[src/rtl/uart_dbg_cmd_bridge.sv]
`default_nettype none
// ============================================================================
// Module   : uart_dbg_cmd_bridge
// Purpose  : Host debug command decoder sitting between the UART byte
//            receiver/transmitter and the NES system memory bus. It parses
//            four host commands (halt, resume, write byte, read byte),
//            issues single-cycle bus strobes and returns read data as one
//            UART byte. It also owns cpu_halt, which stalls the CPU and
//            keeps the PPU off the bus while the host is using it.
// Revision : 1.0 - initial release
// ----------------------------------------------------------------------------
// Ports
//   clk          system clock (25 MHz domain)
//   rst          asynchronous reset, active low
//   i_rx_valid   one-cycle strobe, i_rx_data holds a received byte
//   i_rx_data    received UART byte
//   o_tx_start   one-cycle request to UART TX
//   o_tx_data    byte to transmit, held stable while TX is busy
//   i_tx_active  UART TX busy
//   o_cpu_halt   1 = CPU halted, debug owns the bus
//   i_dbg_gnt    bus arbiter grant (CPU reached its halt boundary)
//   o_bus_addr   debug bus address
//   o_bus_wdata  debug write data
//   o_bus_wr     one-cycle write strobe
//   o_bus_rd     one-cycle read strobe
//   i_bus_rdata  read data, valid RD_LATENCY cycles after o_bus_rd
//   o_state_out  current FSM state encoding (7-seg debug display)
//   o_err_cnt    saturating count of timeouts and grant-less accesses
// ============================================================================
module uart_dbg_cmd_bridge #(
   parameter int RD_LATENCY     = 1,        // 1..7 cycles bus_rd -> bus_rdata
   parameter int TIMEOUT_CYCLES = 2500000,  // inter-byte idle limit
   parameter int TO_W           = 22        // timeout counter width
) (
   input  logic        clk,
   input  logic        rst,          // active low, asynchronous
   input  logic        i_rx_valid,
   input  logic [7:0]  i_rx_data,
   output logic        o_tx_start,
   output logic [7:0]  o_tx_data,
   input  logic        i_tx_active,
   output logic        o_cpu_halt,
   input  logic        i_dbg_gnt,
   output logic [15:0] o_bus_addr,
   output logic [7:0]  o_bus_wdata,
   output logic        o_bus_wr,
   output logic        o_bus_rd,
   input  logic [7:0]  i_bus_rdata,
   output logic [3:0]  o_state_out,
   output logic [7:0]  o_err_cnt
);

   // Encodings are visible on the debug display, so they are fixed.
   typedef enum logic [3:0] {
      IDLE     = 4'd0,
      GET_AH   = 4'd1,
      GET_AL   = 4'd2,
      GET_D    = 4'd3,
      WAIT_GNT = 4'd4,
      WR       = 4'd5,
      RD       = 4'd6,
      RD_WAIT  = 4'd7,
      TX_REQ   = 4'd8,
      TX_BUSY  = 4'd9
   } state_t;

   localparam logic [7:0]      c_CMD_HALT   = 8'h00;
   localparam logic [7:0]      c_CMD_RESUME = 8'h01;
   localparam logic [7:0]      c_CMD_WRITE  = 8'h02;
   localparam logic [7:0]      c_CMD_READ   = 8'h03;
   localparam logic [TO_W-1:0] c_TO_LAST    = TO_W'(TIMEOUT_CYCLES - 1);
   localparam logic [2:0]      c_LAT_LAST   = 3'(RD_LATENCY - 1);

   state_t          r_state;
   state_t          w_next;

   logic            r_halt;
   logic            r_is_wr;      // 1 = write command, 0 = read command
   logic [15:0]     r_addr;
   logic [7:0]      r_wdata;
   logic [7:0]      r_tx_data;
   logic [7:0]      r_err_cnt;
   logic [TO_W-1:0] r_to_cnt;
   logic [2:0]      r_lat_cnt;
   logic            r_tx_seen;    // TX busy observed since entering TX_BUSY

   logic            w_to_hit;
   logic            w_to_run;
   logic            w_err_inc;
   logic            w_halt_set;
   logic            w_halt_clr;
   logic            w_load_cmd;
   logic            w_load_ah;
   logic            w_load_al;
   logic            w_load_d;
   logic            w_capture;
   logic            w_bus_wr;
   logic            w_bus_rd;
   logic            w_tx_start;

   // Last idle cycle of the timeout window for the current state.
   assign w_to_hit = (r_to_cnt == c_TO_LAST);

   // The timeout counter only runs while waiting on the host or the arbiter.
   assign w_to_run = (r_state == GET_AH) || (r_state == GET_AL) ||
                     (r_state == GET_D)  || (r_state == WAIT_GNT);

   // ------------------------------------------------------------------------
   // State register
   // ------------------------------------------------------------------------
   always_ff @(posedge clk or negedge rst) begin
      if (!rst) begin
         r_state <= IDLE;
      end else begin
         r_state <= w_next;
      end
   end

   // ------------------------------------------------------------------------
   // Next-state and control decode
   // ------------------------------------------------------------------------
   always_comb begin
      w_next     = r_state;
      w_err_inc  = 1'b0;
      w_halt_set = 1'b0;
      w_halt_clr = 1'b0;
      w_load_cmd = 1'b0;
      w_load_ah  = 1'b0;
      w_load_al  = 1'b0;
      w_load_d   = 1'b0;
      w_capture  = 1'b0;
      w_bus_wr   = 1'b0;
      w_bus_rd   = 1'b0;
      w_tx_start = 1'b0;

      case (r_state)
         IDLE: begin
            if (i_rx_valid) begin
               case (i_rx_data)
                  c_CMD_HALT:   w_halt_set = 1'b1;
                  c_CMD_RESUME: w_halt_clr = 1'b1;
                  c_CMD_WRITE,
                  c_CMD_READ: begin
                     w_load_cmd = 1'b1;
                     w_next     = GET_AH;
                  end
                  default: ;  // unknown opcodes are ignored
               endcase
            end
         end

         GET_AH: begin
            if (i_rx_valid) begin
               w_load_ah = 1'b1;
               w_next    = GET_AL;
            end else if (w_to_hit) begin
               w_err_inc = 1'b1;
               w_next    = IDLE;
            end
         end

         GET_AL: begin
            if (i_rx_valid) begin
               w_load_al = 1'b1;
               w_next    = r_is_wr ? GET_D : WAIT_GNT;
            end else if (w_to_hit) begin
               w_err_inc = 1'b1;
               w_next    = IDLE;
            end
         end

         GET_D: begin
            if (i_rx_valid) begin
               w_load_d = 1'b1;
               w_next   = WAIT_GNT;
            end else if (w_to_hit) begin
               w_err_inc = 1'b1;
               w_next    = IDLE;
            end
         end

         WAIT_GNT: begin
            if (!r_halt) begin
               // CPU not halted: the host asked for an ungated access. It is
               // still carried out, but flagged as an error.
               w_err_inc = 1'b1;
               w_next    = r_is_wr ? WR : RD;
            end else if (i_dbg_gnt) begin
               w_next = r_is_wr ? WR : RD;
            end else if (w_to_hit) begin
               w_err_inc = 1'b1;
               w_next    = IDLE;
            end
         end

         WR: begin
            w_bus_wr = 1'b1;
            w_next   = IDLE;
         end

         RD: begin
            // Exactly one read strobe: several PPU registers have read
            // side effects.
            w_bus_rd = 1'b1;
            w_next   = RD_WAIT;
         end

         RD_WAIT: begin
            if (r_lat_cnt == c_LAT_LAST) begin
               w_capture = 1'b1;
               w_next    = TX_REQ;
            end
         end

         TX_REQ: begin
            if (!i_tx_active) begin
               w_tx_start = 1'b1;
               w_next     = TX_BUSY;
            end
         end

         TX_BUSY: begin
            if (r_tx_seen && !i_tx_active) begin
               w_next = IDLE;
            end
         end

         default: w_next = IDLE;
      endcase
   end

   // ------------------------------------------------------------------------
   // Datapath registers
   // ------------------------------------------------------------------------
   always_ff @(posedge clk or negedge rst) begin
      if (!rst) begin
         r_halt    <= 1'b0;
         r_is_wr   <= 1'b0;
         r_addr    <= 16'h0000;
         r_wdata   <= 8'h00;
         r_tx_data <= 8'h00;
         r_err_cnt <= 8'h00;
         r_to_cnt  <= '0;
         r_lat_cnt <= 3'd0;
         r_tx_seen <= 1'b0;
      end else begin
         if (w_halt_set) begin
            r_halt <= 1'b1;
         end else if (w_halt_clr) begin
            r_halt <= 1'b0;
         end

         if (w_load_cmd) begin
            r_is_wr <= (i_rx_data == c_CMD_WRITE);
         end
         if (w_load_ah) begin
            r_addr[15:8] <= i_rx_data;
         end
         if (w_load_al) begin
            r_addr[7:0] <= i_rx_data;
         end
         if (w_load_d) begin
            r_wdata <= i_rx_data;
         end
         if (w_capture) begin
            r_tx_data <= i_bus_rdata;
         end

         if (w_err_inc && (r_err_cnt != 8'hFF)) begin
            r_err_cnt <= r_err_cnt + 8'd1;
         end

         // Any state change (including every accepted header byte) restarts
         // the idle window.
         if (w_next != r_state) begin
            r_to_cnt <= '0;
         end else if (w_to_run) begin
            r_to_cnt <= r_to_cnt + 1'b1;
         end

         if (r_state == RD_WAIT) begin
            r_lat_cnt <= r_lat_cnt + 3'd1;
         end else begin
            r_lat_cnt <= 3'd0;
         end

         // TX_BUSY must see the transmitter go busy before it can treat
         // tx_active=0 as "finished".
         if (r_state == TX_BUSY) begin
            r_tx_seen <= r_tx_seen | i_tx_active;
         end else begin
            r_tx_seen <= 1'b0;
         end
      end
   end

   // ------------------------------------------------------------------------
   // Outputs
   // ------------------------------------------------------------------------
   assign o_tx_start  = w_tx_start;
   assign o_tx_data   = r_tx_data;
   assign o_cpu_halt  = r_halt;
   assign o_bus_addr  = r_addr;
   assign o_bus_wdata = r_wdata;
   assign o_bus_wr    = w_bus_wr;
   assign o_bus_rd    = w_bus_rd;
   assign o_state_out = r_state;
   assign o_err_cnt   = r_err_cnt;

endmodule
`default_nettype wire

[config.mk]
export PLATFORM = sky130hd
export DESIGN_NAME = uart_dbg_cmd_bridge
export DESIGN_NICKNAME = d
export VERILOG_FILES = /design/src/rtl/uart_dbg_cmd_bridge.sv
export SDC_FILE = /design/constraint.sdc
export NUM_CORES = 1
export LEC_CHECK = 0
export CAP_MARGIN = 20
export CORE_MARGIN = 3
export CORE_UTILIZATION = 44
export CTS_CLUSTER_SIZE = 20
export DETAILED_ROUTE_END_ITERATION = 8
export PLACE_DENSITY = 0.76
export REMOVE_ABC_BUFFERS = 1
export SLEW_MARGIN = 10
export SYNTH_ARGS = -nofsm -noshare
export SYNTH_HDL_FRONTEND = slang
export SYNTH_SLANG_ARGS = --single-unit
[constraint.sdc]
create_clock -name clk -period 3.5 [get_ports clk]
set_input_delay 0.525 -clock clk [delete_from_list [all_inputs] [get_ports clk]]
set_output_delay 0.525 -clock clk [all_outputs]
set_load 0.02 [all_outputs]
Word-level counts from Yosys, hierarchy flattened
Cells that the tools add are included.
- flip-flop bits (word level): 72
- bits of input ports: 21
- output and inout bits: 48
- logic and storage cells: 87
- add/subtract/negate cells: 3
- equality and inequality tests: 15
- multiplexer cells: 44
- bitwise operators: 1
- reduce and logical (&&, ||, !) cells: 13
- operators by type and width (kind ; number):
    $mux 22 ; 2
    $mux 4 ; 11
    $pmux 4 s9 ; 1
    $mux 1 ; 26
    $add 22x1->22 const B ; 1
    $eq 22x22->1 const B ; 1
    $eq 4x3->1 const B ; 4
    $eq 8x2->1 const B ; 2
    $add 8x1->8 const B ; 1
    $eq 4x2->1 const B ; 2
    $eq 4x4->1 const B ; 2
    $eq 8x1->1 const B ; 1
    $logic_not 8->1 ; 1
    $ne 8x8->1 const B ; 1
    $mux 3 ; 2
    $eq 4x1->1 const B ; 1
    $logic_not 4->1 ; 1
    $ne 4x4->1 ; 1
    $reduce_bool 2->1 ; 2
    $add 3x1->3 const B ; 1
    $logic_not 3->1 ; 1
    $logic_or 1x1->1 ; 3
    $reduce_or 3->1 ; 1
    $logic_and 1x1->1 ; 2
    other kinds (5) ; 5

Longest topological paths before layout
Gate-level depths: netlist (run 1).
- word-level depth: 7
- mapped depth: 8
- gate-level depth less buffers: 7

Least setup slack after synthesis (run 1)
OpenSTA, ideal clock, no wires.
- path kind: reg-to-reg
- from: register r_state[0], in the netlist o_state_out[0]
- to: register r_err_cnt[6], in the netlist o_err_cnt[6]
- arrival time: 2.041 ns
- required time: 3.372 ns
- slack: 1.331 ns
- stages on the path, launching flop included: 7
- buffers on the path: 1
- clock period less this slack: 2.169 ns
- cell sequence: dfrtp_1 > buf_6 > or4b_1 > o31ai_1 > a31oi_4 > nor4_1 > mux2_1
- word-level cells in the longest chain between the ends: 4
- ends and longest elaborated chain (element ; line ; source):
    start: declaration ; 74 ; state_t r_state;
    start signal: assignment ; 115 ; r_state <= w_next;
    $eq 4x1->1 or $eq 4x2->1 (tied branches) ; 136 ; case (r_state)
    $reduce_or 3->1 (no line) ; -- ;
    $pmux 1 s2 (*) ; 136 ;
    $logic_and 1x1->1 (*) ; 269 ; if (w_err_inc && (r_err_cnt != 8'hFF)) begin
    end signal: assignment ; 270 ; r_err_cnt <= r_err_cnt + 8'd1;
    end: declaration ; 82 ; logic [7:0] r_err_cnt;
Every way passes the cells marked *; elsewhere a longest branch is shown, timed or not.
A chain may end at the register's enable or synchronous reset.

Final worst setup path (run 1)
- from: register r_state[3], in the netlist o_state_out[3]
- to: output o_tx_start
- word-level cells in the longest chain between the ends: 2
- ends and longest elaborated chain (element ; line ; source):
    $eq 4x4->1 ; 136 ;
    $mux 1 ; 136 ;
    end: declaration ; 39 ; output logic o_tx_start,
No other way between the ends.

==> flow_summary.ini, run 1 <==
[synthesis]
synthArstFlopShare_pct = 100
synthCells = 334
avgSynthCellArea_um2 = 11.3
yosysWarningCount = 0
ys_seq_elements = 72
synth_flop_cell = dfrtp_1
synth_edf_count = 0
synth_area_um2 = 3780
synth.yosys.seq_area_share_pct = 47.6
synth.distinct_cells = 57

[clock_tree]
cts_buffer_depth = 2
cts.sinks = 72
cts_hold_buf = 0
cts_tree = yes
htreeDepth = 3
postCtsSetupBuffers = 0
cts_buffers = 9
cts_root_buf = clkbuf_8
post_cts_resized = 0
clk_latency_ns = 0.34
clk_pin_slew_worst_paths_ns = 0.07

[worst_setup_path]
path_cells = nand2b_1 > nor4_1 > clkdlybuf4s50_1
r2r_end = r_to_cnt[1]
r2r_cells = 5
required_ns = 2.97
cp_top_family = flip-flops
reg2reg_from = o_state_out[1]
cp_max_fo = 22
crit_slowest_cell = dfrtp_1
worstPathArrival_ns = 2.23
critPathMaxStageDelay_ns = 0.76
crit_path_end_kind = output port
cp-start-kind = flip-flop
path_buf_inv = 1
criticalPathCategory = flip-flop to output port
r2r_slack_ns = 0.97

[drt]
drc = 0
postRouteAntennaNets = 0
wire_per_inst_um = 15.9
num_vias = 2832
drt_iter0_drc = 120
viasPerCell = 5.54
wl_um = 8140
dr.pass1.iters = 4

[sta]
finalHoldViolations = 0
drv_slew = 0
setup_viol = 0
fin_crit_sh_pct = 78.8
fin_skew_ns = 0.00909
fin_setup_tns_ns = 0
tightest_slew_ns = 0.915
rsz0062_at_grt = no
period_minus_slack_ns = 2.76
slew_headroom_pct = 38.5
fmax_mhz = 363

[floorplanning]
ioPinCount = 69
start_util_pct = 45.6
fp.dieArea_um2 = 9750
die_y_um = 98.7
die_w_um = 98.7
core_area_um2 = 8300
placementRows = 33

[finish]
utilization_pct = 56.9
drive_gt1_share_pct = 20.0
antenna_cells = 0
final_cell_mix = 72 x dfrtp_1, 67 x clkdlybuf4s50_1, 33 x mux2_2, 24 x nor3_1, 20 x nand2_1
layout.nets = 428
layout_commonest_cell = dfrtp_1
syn2layout_area_growth_pct = 24.8

[pwr]
p_leak_uw = 0.00195
power_density_nw_per_um2 = 785
power_uw = 3710
vdd_drop_max_v = 0.000470

[run]
cap_viol_max_count = 0

[placed_design]
globalplace.congestion = 0.859
dp_hpwl_um = 5730
portBuffers = 68

[global_routing]
grt_antenna_before_repair = 0
overflow = 0
grt_pass1_wl_um = 14200
grt_max_degree = 36
grtUsageTotal_pct = 17.8
grt_pass1_vias = 2924

[worst_hold_path]
hold_class = input pin to asynchronous set/reset pin

[status]
status = complete, no violations
Yosys cell counts (3+ instances only):
master	count	area share, %
dfrtp_1	72	48
mux2_2	33	9.8
nor3_1	24	3.2
nand2_1	20	2.0
nand3_1	18	2.4
xnor2_1	14	3.2
nor3_2	13	3.4
xor2_1	12	2.8
nor2_1	11	1.1
inv_1	10	0.99
nand2b_1	6	0.99
nand4_1	6	0.99
nor4_1	6	0.99
and3_1	5	0.83
or2_2	5	0.83
buf_2	4	0.53
buf_4	4	0.79
buf_6	4	1.2
ha_1	4	1.3
nor2b_1	4	0.66
a21boi_0	3	0.60
a21oi_1	3	0.40
nor3b_1	3	0.60
or3_1	3	0.50
or4_1	3	0.60
flip-flops by register name (all words and copies together), names as in the netlist:
register	flops
o_cpu_halt	1
r_lat_cnt	3
o_err_cnt	8
r_tx_seen	1
o_state_out	4
o_bus_addr	16
o_tx_data	8
r_to_cnt	22
r_is_wr	1
o_bus_wdata	8
through the flow:
| step | instance area [µm²] | worst slack [ns] | cells | hold WS (ns) |
|---|---|---|---|---|
| detailed placement | 4530 | 0.702 | 497 | 0.456 |
| CTS | 4720 | 0.760 | 511 | 0.277 |
| global placement | 4530 | 0.762 | 497 | 0.449 |
| finish | 4720 | 0.742 | 511 | 0.262 |
| global route | 4720 | 0.491 | 511 | 0.286 |
| floorplan | 3680 | 0.327 | 320 | 0.229 |
worst reg2reg max path, stage by stage, from the launching register on:
cell and delay (ns):
dfrtp_1 0.66, or4b_1 0.65, o32a_1 0.23, o311ai_1 0.14, nand3_2 0.46, nor3_1 0.30
where the power goes:
group | switching, µW | internal, µW | total [µW]
logic | 924 | 811 | 1730
registers | 245 | 1070 | 1320
clock network | 298 | 359 | 658
logic make-up after synthesis:
group | share of synthesized area, %
simple gates | 25.0
flops | 47.6
mux | 11.3
xor+xnor | 6.02
buf+inv | 3.70
compound gates | 4.99
fa+ha+maj | 1.32
area by class of cell:
| cell class | count | area (µm²) |
|---|---|---|
| fillers | 677 | 3580 |
| multi-input cells | 238 | 1850 |
| flip-flops and latches | 72 | 1800 |
| repair buffers | 72 | 706 |
| clock buffers | 11 | 151 |
| well taps | 105 | 131 |
| clock inverters | 3 | 42.5 |
| inverters | 10 | 37.5 |
worst max path at each step:
stage / from / end / depth (start not counted)
floorplan: o_state_out[0] / r_to_cnt[0] / 5
global placement: i_rx_valid / r_to_cnt[15] / 7
detailed placement: i_rx_valid / r_to_cnt[16] / 7
CTS: o_state_out[3] / o_tx_start / 3
global route: o_state_out[3] / o_tx_start / 3
finish: o_state_out[3] / o_tx_start / 3
metal layers:
layer / vias to the layer above / track usage, % / part of all wire [%]
met5: - / 0 / 0
met4: 0 / 3.15 / 0.27
met3: 3 / 8.78 / 8.1
met2: 75 / 27.0 / 47
met1: 1405 / 23.5 / 45
li1: 1349 / - / -
Note: power is estimated with default switching activity, not from simulation.
==> run 2, diff against run 1 <==
- clock period: 3.5 -> 2.6 ns (I/O delays scaled with it)
==> flow_summary.ini, run 2 (same netlist as run 1, synthesis figures left out) <==
[status]
status = complete, no violations

[drt]
drt-met1-wl_um = 3520
wl_met2_um = 3840
drc = 0
top_layer = met4
drt_iter0_drc = 168
wl_met3_um = 715
viasPerCell = 5.44
postRouteAntennaNets = 0
num_vias = 2854
wire_per_inst_um = 15.4
wl_um = 8090
dr.pass1.iters = 4

[finish]
antenna_cells = 0
layout.cells.non_filler = 525
syn2layout_area_growth_pct = 27.8
final_cell_mix = 71 x dfrtp_1, 67 x clkdlybuf4s50_1, 33 x mux2_2, 24 x nor3_1, 20 x nand2_1
layout_commonest_cell = dfrtp_1
layout.nets = 440
fill_cells = 698
drive_gt1_share_pct = 22.9
largest_reg_flops = 22
top_register = r_to_cnt

[sta]
setup_viol = 0
period_minus_slack_ns = 2.45
finalHoldViolations = 0
slew_headroom_pct = 60.5
rsz0062_at_grt = no
holdWs_ns = 0.0452
drv_slew = 0
fin_crit_sh_pct = 94.2
fmax_mhz = 408
fin_skew_ns = 0.00883
tightest_slew_ns = 0.578
worst_slack_ns = 0.151
fin_setup_tns_ns = 0

[clock_tree]
clk_latency_ns = 0.35
cts_tree = yes
htreeDepth = 3
postCtsSetupBuffers = 0
cts_hold_buf = 0
cts.sinks = 72
cts_root_buf = clkbuf_8
clk_pin_slew_worst_paths_ns = 0.09
cts_buffers = 9
cts_buffer_depth = 2
post_cts_resized = 0

[pwr]
power_density_nw_per_um2 = 1050
p_leak_uw = 0.00202
vdd_drop_max_v = 0.000743
power_uw = 5080

[placed_design]
dp.cells = 509
pre_cts_slack_ns = -0.0104
globalplace.congestion = 0.832
portBuffers = 68
dp_hpwl_um = 5800

[global_routing]
grt_pass1_wl_um = 14200
grt_pass1_vias = 2900
grt_max_degree = 73
grt_antenna_before_repair = 0
grtUsageTotal_pct = 17.7
overflow = 0

[worst_setup_path]
r2r_end = r_to_cnt[9]
criticalPathCategory = flip-flop to output port
cp-start-kind = flip-flop
cp_max_fo = 14
required_ns = 2.21
crit_path_end_kind = output port
r2r_cells = 6
r2r_slack_ns = 0.26
reg2reg_from = o_state_out[2]
worstPathArrival_ns = 2.06

[floorplanning]
placementRows = 33
die_w_um = 98.7
fp.dieArea_um2 = 9750
ioPinCount = 69
core_area_um2 = 8300
start_util_pct = 45.6
die_y_um = 98.7

[run]
cap_viol_max_count = 0

[worst_hold_path]
hold_class = input pin to asynchronous set/reset pin
run 2: worst max path at each step:
stage                        start            to  slack, ns  cells after the start
global placement      i_rx_data[4]  r_to_cnt[14]       0.10                      7
floorplan           o_state_out[0]   r_to_cnt[0]      -0.57                      5
detailed placement      i_rx_valid  r_to_cnt[15]      -0.01                      7
CTS                 o_state_out[0]   r_to_cnt[9]       0.08                      7
finish              o_state_out[1]    o_tx_start       0.15                      3
global route        o_state_out[1]    o_tx_start       0.02                      3
run 2: cell type report:
cell class / instances / area (µm²) / share of cell area, %
Multi-Input combinational cell: 238 / 1850 / 38.3
Sequential cell: 72 / 1800 / 37.3
Timing Repair Buffer: 84 / 821 / 17.0
Tap cell: 105 / 131 / 2.72
Clock buffer: 9 / 124 / 2.56
Clock inverter: 7 / 66.3 / 1.37
Inverter: 10 / 37.5 / 0.776
run 2: power by group:
group / total [µW] / leakage [µW] / internal [µW] / switching (µW)
combinational: 2500 / 0.000984 / 1190 / 1310
clock: 858 / 0.0000991 / 375 / 483
sequential: 1720 / 0.000939 / 1440 / 276
run 2: stage by stage:
step,instance area [µm²],utilization (%)
final,4840,58.3
after global routing,4840,58.3
after CTS,4830,58.3
after detailed placement,4640,56.0
after global placement,4640,56.0
after floorplan,3680,-
run 2: routing by layer:
metal | GRT usage, % | vias up
met5 | 0 | -
met3 | 8.42 | 2
met1 | 22.4 | 1385
met4 | 3.15 | 0
li1 | - | 1379
met2 | 28.1 | 88
run 2: worst max-delay path, stage by stage, from the launching register on:
cell             delay (ns)
dfrtp_1                0.52
buf_4                  0.25
nor4_1                 0.27
clkdlybuf4s50_1        0.67
==> run 3, diff against run 2 <==
- GPL_ROUTABILITY_DRIVEN: unset -> 0
==> results of run 3 <==
Final layout, timing and power as in run 2 (identical DEF).
